### src/rtl/midi_pkg.sv
// Shared types, byte-class boundaries and classification helpers for the MIDI OUT transmitter.
package midi_pkg;

  typedef enum logic [1:0] {
    IDLE,
    START,
    DATA,
    STOP
  } tx_state_t;

  localparam logic [7:0] STATUS_MIN    = 8'h80;
  localparam logic [7:0] SYSCOMMON_MIN = 8'hF0;
  localparam logic [7:0] REALTIME_MIN  = 8'hF8;

  function automatic logic is_channel_status(input logic [7:0] b);
    return (b >= STATUS_MIN) && (b < SYSCOMMON_MIN);
  endfunction

  function automatic logic is_realtime(input logic [7:0] b);
    return (b >= REALTIME_MIN);
  endfunction

endpackage

### src/rtl/midi_tx_if.sv
// Byte input channel of the MIDI OUT transmitter, driven by the MCU peripheral register.
// valid/ready: a byte transfers on a rising clk edge where valid and ready are both high;
// data must be stable while valid is high, and ready never depends on valid.
interface midi_tx_if;
  logic [7:0] data;
  logic       valid;
  logic       ready;

  modport master (output data, output valid, input ready);
  modport slave  (input data, input valid, output ready);
endinterface

### src/rtl/midi_rs_filter.sv
// Running-status filter: decides whether an offered byte is a redundant channel-status
// byte, and keeps the stored status up to date on every accepted byte.
module midi_rs_filter
  import midi_pkg::*;
#(
  parameter int RUNNING_STATUS = 1
) (
  input  logic       clk_i,
  input  logic       rst_i,
  input  logic [7:0] data_i,
  input  logic       accept_i,
  input  logic       rs_clear_i,
  output logic       drop_o
);

  logic [7:0] rs_q, rs_d;
  logic       rs_valid_q, rs_valid_d;

  // A clear on the same edge wins, so a matching byte is never dropped against a stale status.
  assign drop_o = (RUNNING_STATUS != 0) && is_channel_status(data_i) &&
                  rs_valid_q && !rs_clear_i && (data_i == rs_q);

  always_comb begin
    rs_d       = rs_q;
    rs_valid_d = rs_valid_q;
    if (rs_clear_i) begin
      rs_valid_d = 1'b0;
    end
    if (accept_i) begin
      if (is_channel_status(data_i)) begin
        rs_d       = data_i;
        rs_valid_d = 1'b1;
      end else if ((data_i >= SYSCOMMON_MIN) && !is_realtime(data_i)) begin
        rs_valid_d = 1'b0;
      end
    end
  end

  always_ff @(posedge clk_i) begin
    if (rst_i) begin
      rs_q       <= 8'h00;
      rs_valid_q <= 1'b0;
    end else begin
      rs_q       <= rs_d;
      rs_valid_q <= rs_valid_d;
    end
  end

endmodule

### src/rtl/midi_tx.sv
// MIDI OUT transmitter: accepts bytes over valid/ready and sends 8N1 frames at BAUD,
// optionally dropping repeated channel-status bytes (running status).
module midi_tx
  import midi_pkg::*;
#(
  parameter int CLK_FREQ       = 16_000_000,
  parameter int BAUD           = 31250,
  parameter int RUNNING_STATUS = 1
) (
  input  logic      clk_i,
  input  logic      rst_i,
  midi_tx_if.slave  bus,
  input  logic      rs_clear_i,
  output logic      midi_o,
  output logic      busy_o,
  output tx_state_t dbg_state_o
);

  localparam int CLKS_PER_BIT = CLK_FREQ / BAUD;
  localparam int CW = (CLKS_PER_BIT > 2) ? $clog2(CLKS_PER_BIT) : 1;
  localparam logic [CW-1:0] BIT_LAST  = CW'(CLKS_PER_BIT - 1);
  // The IDLE cycle in which the next byte can be accepted is the last stop-bit cycle,
  // so STOP itself lasts one cycle less and back-to-back frames are exactly 10 bits long.
  localparam logic [CW-1:0] STOP_LAST = CW'(CLKS_PER_BIT - 2);

  tx_state_t     state_q, state_d;
  logic [CW-1:0] baud_q, baud_d;
  logic [2:0]    bit_q, bit_d;
  logic [7:0]    shift_q, shift_d;
  logic          accept;
  logic          drop;

  assign bus.ready   = !rst_i && (state_q == IDLE);
  assign accept      = bus.valid && bus.ready;
  assign busy_o      = (state_q != IDLE);
  assign dbg_state_o = state_q;

  midi_rs_filter #(
    .RUNNING_STATUS (RUNNING_STATUS)
  ) u_rs_filter (
    .clk_i      (clk_i),
    .rst_i      (rst_i),
    .data_i     (bus.data),
    .accept_i   (accept),
    .rs_clear_i (rs_clear_i),
    .drop_o     (drop)
  );

  always_comb begin
    state_d = state_q;
    baud_d  = baud_q;
    bit_d   = bit_q;
    shift_d = shift_q;
    unique case (state_q)
      IDLE: begin
        if (accept && !drop) begin
          state_d = START;
          baud_d  = '0;
          bit_d   = 3'd0;
          shift_d = bus.data;
        end
      end
      START: begin
        if (baud_q == BIT_LAST) begin
          baud_d  = '0;
          state_d = DATA;
        end else begin
          baud_d = baud_q + CW'(1);
        end
      end
      DATA: begin
        if (baud_q == BIT_LAST) begin
          baud_d  = '0;
          shift_d = {1'b0, shift_q[7:1]};
          bit_d   = bit_q + 3'd1;
          if (bit_q == 3'd7) begin
            state_d = STOP;
          end
        end else begin
          baud_d = baud_q + CW'(1);
        end
      end
      STOP: begin
        if (baud_q == STOP_LAST) begin
          baud_d  = '0;
          state_d = IDLE;
        end else begin
          baud_d = baud_q + CW'(1);
        end
      end
      default: state_d = IDLE;
    endcase
  end

  always_comb begin
    midi_o = 1'b1;
    if (state_q == START) begin
      midi_o = 1'b0;
    end else if (state_q == DATA) begin
      midi_o = shift_q[0];
    end
  end

  always_ff @(posedge clk_i) begin
    if (rst_i) begin
      state_q <= IDLE;
      baud_q  <= '0;
      bit_q   <= 3'd0;
      shift_q <= 8'h00;
    end else begin
      state_q <= state_d;
      baud_q  <= baud_d;
      bit_q   <= bit_d;
      shift_q <= shift_d;
    end
  end

endmodule

### src/flat_wrapper.sv
// flat-port wrapper written by rule: the top's interface ports become plain ports
module midi_tx_flat import midi_pkg::*;
#(
  parameter int CLK_FREQ       = 16_000_000,
  parameter int BAUD           = 31250,
  parameter int RUNNING_STATUS = 1
)
  (clk_i, rst_i, rs_clear_i, midi_o, busy_o, dbg_state_o, bus_data, bus_valid, bus_ready);
  midi_tx_if bus_i ();
  input  logic clk_i;
  input  logic rst_i;
  input  logic rs_clear_i;
  output logic midi_o;
  output logic busy_o;
  output tx_state_t dbg_state_o;
  input wire logic [$bits(bus_i.data)-1:0] bus_data;
  input wire logic [$bits(bus_i.valid)-1:0] bus_valid;
  output wire logic [$bits(bus_i.ready)-1:0] bus_ready;
  assign bus_i.data = bus_data;
  assign bus_i.valid = bus_valid;
  assign bus_ready = bus_i.ready;
  midi_tx #(.CLK_FREQ(CLK_FREQ), .BAUD(BAUD), .RUNNING_STATUS(RUNNING_STATUS)) u_core (.clk_i(clk_i), .rst_i(rst_i), .bus(bus_i), .rs_clear_i(rs_clear_i), .midi_o(midi_o), .busy_o(busy_o), .dbg_state_o(dbg_state_o));
endmodule
### config.mk
export PLATFORM = sky130hd
export DESIGN_NAME = midi_tx_flat
export DESIGN_NICKNAME = d
export VERILOG_FILES = /design/src/rtl/midi_pkg.sv /design/src/rtl/midi_tx_if.sv /design/src/rtl/midi_rs_filter.sv /design/src/rtl/midi_tx.sv /design/src/flat_wrapper.sv
export SDC_FILE = /design/constraint.sdc
export NUM_CORES = 1
export LEC_CHECK = 0
export CAP_MARGIN = 10
export CORE_UTILIZATION = 50
export DETAILED_ROUTE_END_ITERATION = 8
export PLACE_DENSITY = 0.71
export SLEW_MARGIN = 15
export SYNTH_ARGS = -nofsm -noshare
export SYNTH_HDL_FRONTEND = slang
export SYNTH_SLANG_ARGS = --single-unit
### constraint.sdc
create_clock -name clk_i -period 2.2 [get_ports clk_i]
set_input_delay 0.22 -clock clk_i [delete_from_list [all_inputs] [get_ports clk_i]]
set_output_delay 0.22 -clock clk_i [all_outputs]
set_load 0.005 [all_outputs]
==> impl_metrics.yaml <==
finish:
  design_area_sq_um: 2080
  layout_commonest_cell: "dfxtp_1"
  antenna-diode-count: 0
  fin_nets: 251
  layout_common_cells: "dfxtp_1 (31), nand3_1 (22), a21oi_1 (17)"
  nFillCells: 310
  area_growth_pct: 19.4
  drive_gt1_frac: 0.135
detailed_routing:
  drt_iter0_drc: 98
  wl_um: 3950
  drt_pass1_iterations: 4
  post_drt_wl_per_cell_um: 14.3
  antenna_left: 0
  vias: 1602
  vias_per_cell: 5.80
  route.detailed.drc: 0
floorplan:
  num_rows: 21
  core_sq_um: 3340
  fp.dieH_um: 61.1
  die_w_um: 61.1
  io_pins: 17
  initial_core_util: 0.523
  dieArea_sq_um: 3730
sta:
  max_freq_mhz: 487
  worst_pin_slew_ns: 0.482
  finalHoldViolCount: 0
  skew_ns: 0.00702
  max_slew_margin: 0.679
  slew_viol_final: 0
  period_needed_ns: 2.05
  finalSetupViolCount: 0
  rsz0062_at_grt: "no"
  finalSetupTns_ns: 0
  fin_crit_sh: 0.934
worst_setup_path:
  required_ns: 1.98
  ff2ff_path_depth: 7
  critPathTopFamily: "buffers and inverters"
  cp_num_buf_inv: 3
  crit_fanout: 6
  crit_chain: "inv_1 -> ha_2 -> inv_1 -> nor2_1 -> clkdlybuf4s50_1"
  path_class: "reg2out"
  startpoint: "u_core.dbg_state_o[0]"
  r2r_start: "u_core.baud_q[1]"
  cp-end-kind: "output pin"
  worstPathArrival_ns: 1.83
  cp-start-kind: "flop"
  cpPeakStageDelay_ns: 0.50
  cpMaxStageDelayCell: "clkdlybuf4s50_1"
  timing.rr.end: "u_core.dbg_state_o[0]"
  crit_top_cell: "inv_1"
  r2r_slack_ns: 0.18
global_routing:
  grt_pass1_vias: 1447
  grt_max_degree: 37
  antenna_found_initial: 0
  grt_remaining_overflow: 0
  grt_first_pass_wirelength_um: 6330
  grt_util_all_layers: 0.231
synthesis:
  synthTopCellsByArea: "dfxtp_1 (36%), ha_1 (7.2%), nand3_1 (6.3%)"
  seq_area_frac_synth: 0.356
  synth_top_area_cell: "dfxtp_1"
  synth_enable_flop_cells: 0
  ys_warn_count: 0
  ys_ff_latch: 31
  synthCells: 207
  syn_area_per_cell_sq_um: 8.43
  ys.flop_type: "dfxtp_1"
  synth_area_sq_um: 1750
  ys_async_sr_fraction: 0
  synth_top_area_frac: 0.356
  syn_nets: 229
  ys_types: 42
placed_design:
  dpl_cell_area_sq_um: 1980
  io_buffers: 16
  place_hpwl_um: 2950
  place.gp.congestion: 0.807
power_and_ir_drop:
  pwr-share-comb: 0.419
  p_per_area_nw_per_um2: 944
  p_total_uw: 1970
  p_switching_uw: 693
  ir_drop_uv: 448
  clkPwrFrac: 0.238
  seq_power_share: 0.344
  swShare: 0.352
  intPower_uw: 1280
  p_leak_uw: 0.000731
clock_tree:
  clkTransAtPathRegs_ns: 0.10
  insertion_delay_ns: 0.33
  clockRootBuffer: "clkbuf_4"
  clock_path_buffers: 2
  cts_hold_buffers: 0
  h-tree-depth: 2
  clock_sinks: 31
  cts_tree: "built"
  cts_inserted_buffers: 5
job:
  cap_violations: 0
min_path:
  hold_depth: 2
  min_from: "u_core.u_rs_filter.rs_q[7]"
  hold_path.class: "reg2reg"
  min_to: "u_core.u_rs_filter.rs_q[7]"
outcome:
  status: "complete, no violations"
-- metrics by stage --
stage | hold slack [ns] | util | std cells | setup slack (ns)
3_3_place_gp | 0.429 | 0.593 | 268 | 0.0889
5_1_grt | 0.466 | 0.625 | 276 | 0.0334
4_1_cts | 0.453 | 0.619 | 276 | 0.0851
3_5_place_dp | 0.438 | 0.593 | 268 | -0.0106
6_report | 0.449 | 0.625 | 276 | 0.146
2_1_floorplan | 0.367 | - | 207 | 0.288
-- synthesized netlist by cell type (3+ instances only) --
cell type   n
ha_1       10
xnor2_1     5
a21oi_1    17
inv_1      16
a311oi_1    5
nand3_1    22
o31ai_1     3
dfxtp_1    31
nor2_1     11
nand4_1     3
nand2b_1    6
nand2_1    16
clkbuf_1    7
a221oi_1    7
o21ai_0    12
-- cells by family (layout without fill, tap and decap cells) --
group,count (synthesis),in the layout,synth area share
AO/OA/AOI/OAI,57,57,0.229
XOR/XNOR,7,7,0.0437
adder cells (fa/ha/maj),10,10,0.0717
buffers and inverters,27,50,0.0681
flip-flops,31,31,0.356
multiplexers,2,2,0.0115
AND/OR/NAND/NOR,73,73,0.221
-- sequential cells by signal (all words and copies together) (netlist names) --
register,flops
u_core.u_rs_filter.rs_q,8
u_core.shift_q,8
u_core.dbg_state_o,2
u_core.baud_q,9
u_core.bit_q,3
u_core.u_rs_filter.rs_valid_q,1
-- power by group through the flow --
stage / logic, uW / registers (uW) / clock network (uW)
after floorplan: 522 / 682 / 0
after global placement: 775 / 684 / 0
after detailed placement: 797 / 691 / 0
after CTS: 801 / 678 / 472
after global routing: 907 / 687 / 501
final: 824 / 677 / 468
-- worst max path at each step --
stage / slack (ns) / end / depth (start not counted)
floorplan: 0.29 / u_core.baud_q[6] / 9
detailed placement: -0.01 / u_core.shift_q[5] / 6
finish: 0.15 / bus_ready / 5
global route: 0.03 / u_core.shift_q[4] / 8
CTS: 0.09 / bus_ready / 5
global placement: 0.09 / u_core.shift_q[5] / 6
-- worst reg2reg max path, cell delays in order (launching register included) --
cell      delay, ns
dfxtp_1        0.41
ha_1           0.24
nand2_1        0.11
nor3_2         0.20
ha_2           0.22
o221ai_1       0.14
or4_1          0.50
o31ai_1        0.09
-- per-layer routing --
metal	wire [um]	vias to the layer above	global-route usage
li1	-	804	-
met1	1790	750	0.292
met2	1930	42	0.370
met3	186	6	0.0777
met4	44	0	0.0779
met5	0	-	0
-- layout make-up --
type	count	area [sq um]	area share
sequential	31	621	0.298
inverter	16	60.1	0.0288
timing repair buffer	26	235	0.113
multi-input combinational	149	1020	0.492
clock inverter	2	35.0	0.0168
tap	46	57.6	0.0276
clock buffer	6	51.3	0.0246
-- what timing repair did --
| item | in CTS | in global routing |
|---|---|---|
| setup endpoints to repair | 0 | 11 |
| setup buffers | 0 | 0 |
| resized for setup | 0 | 5 |
Note: power is estimated with default switching activity, not from simulation.
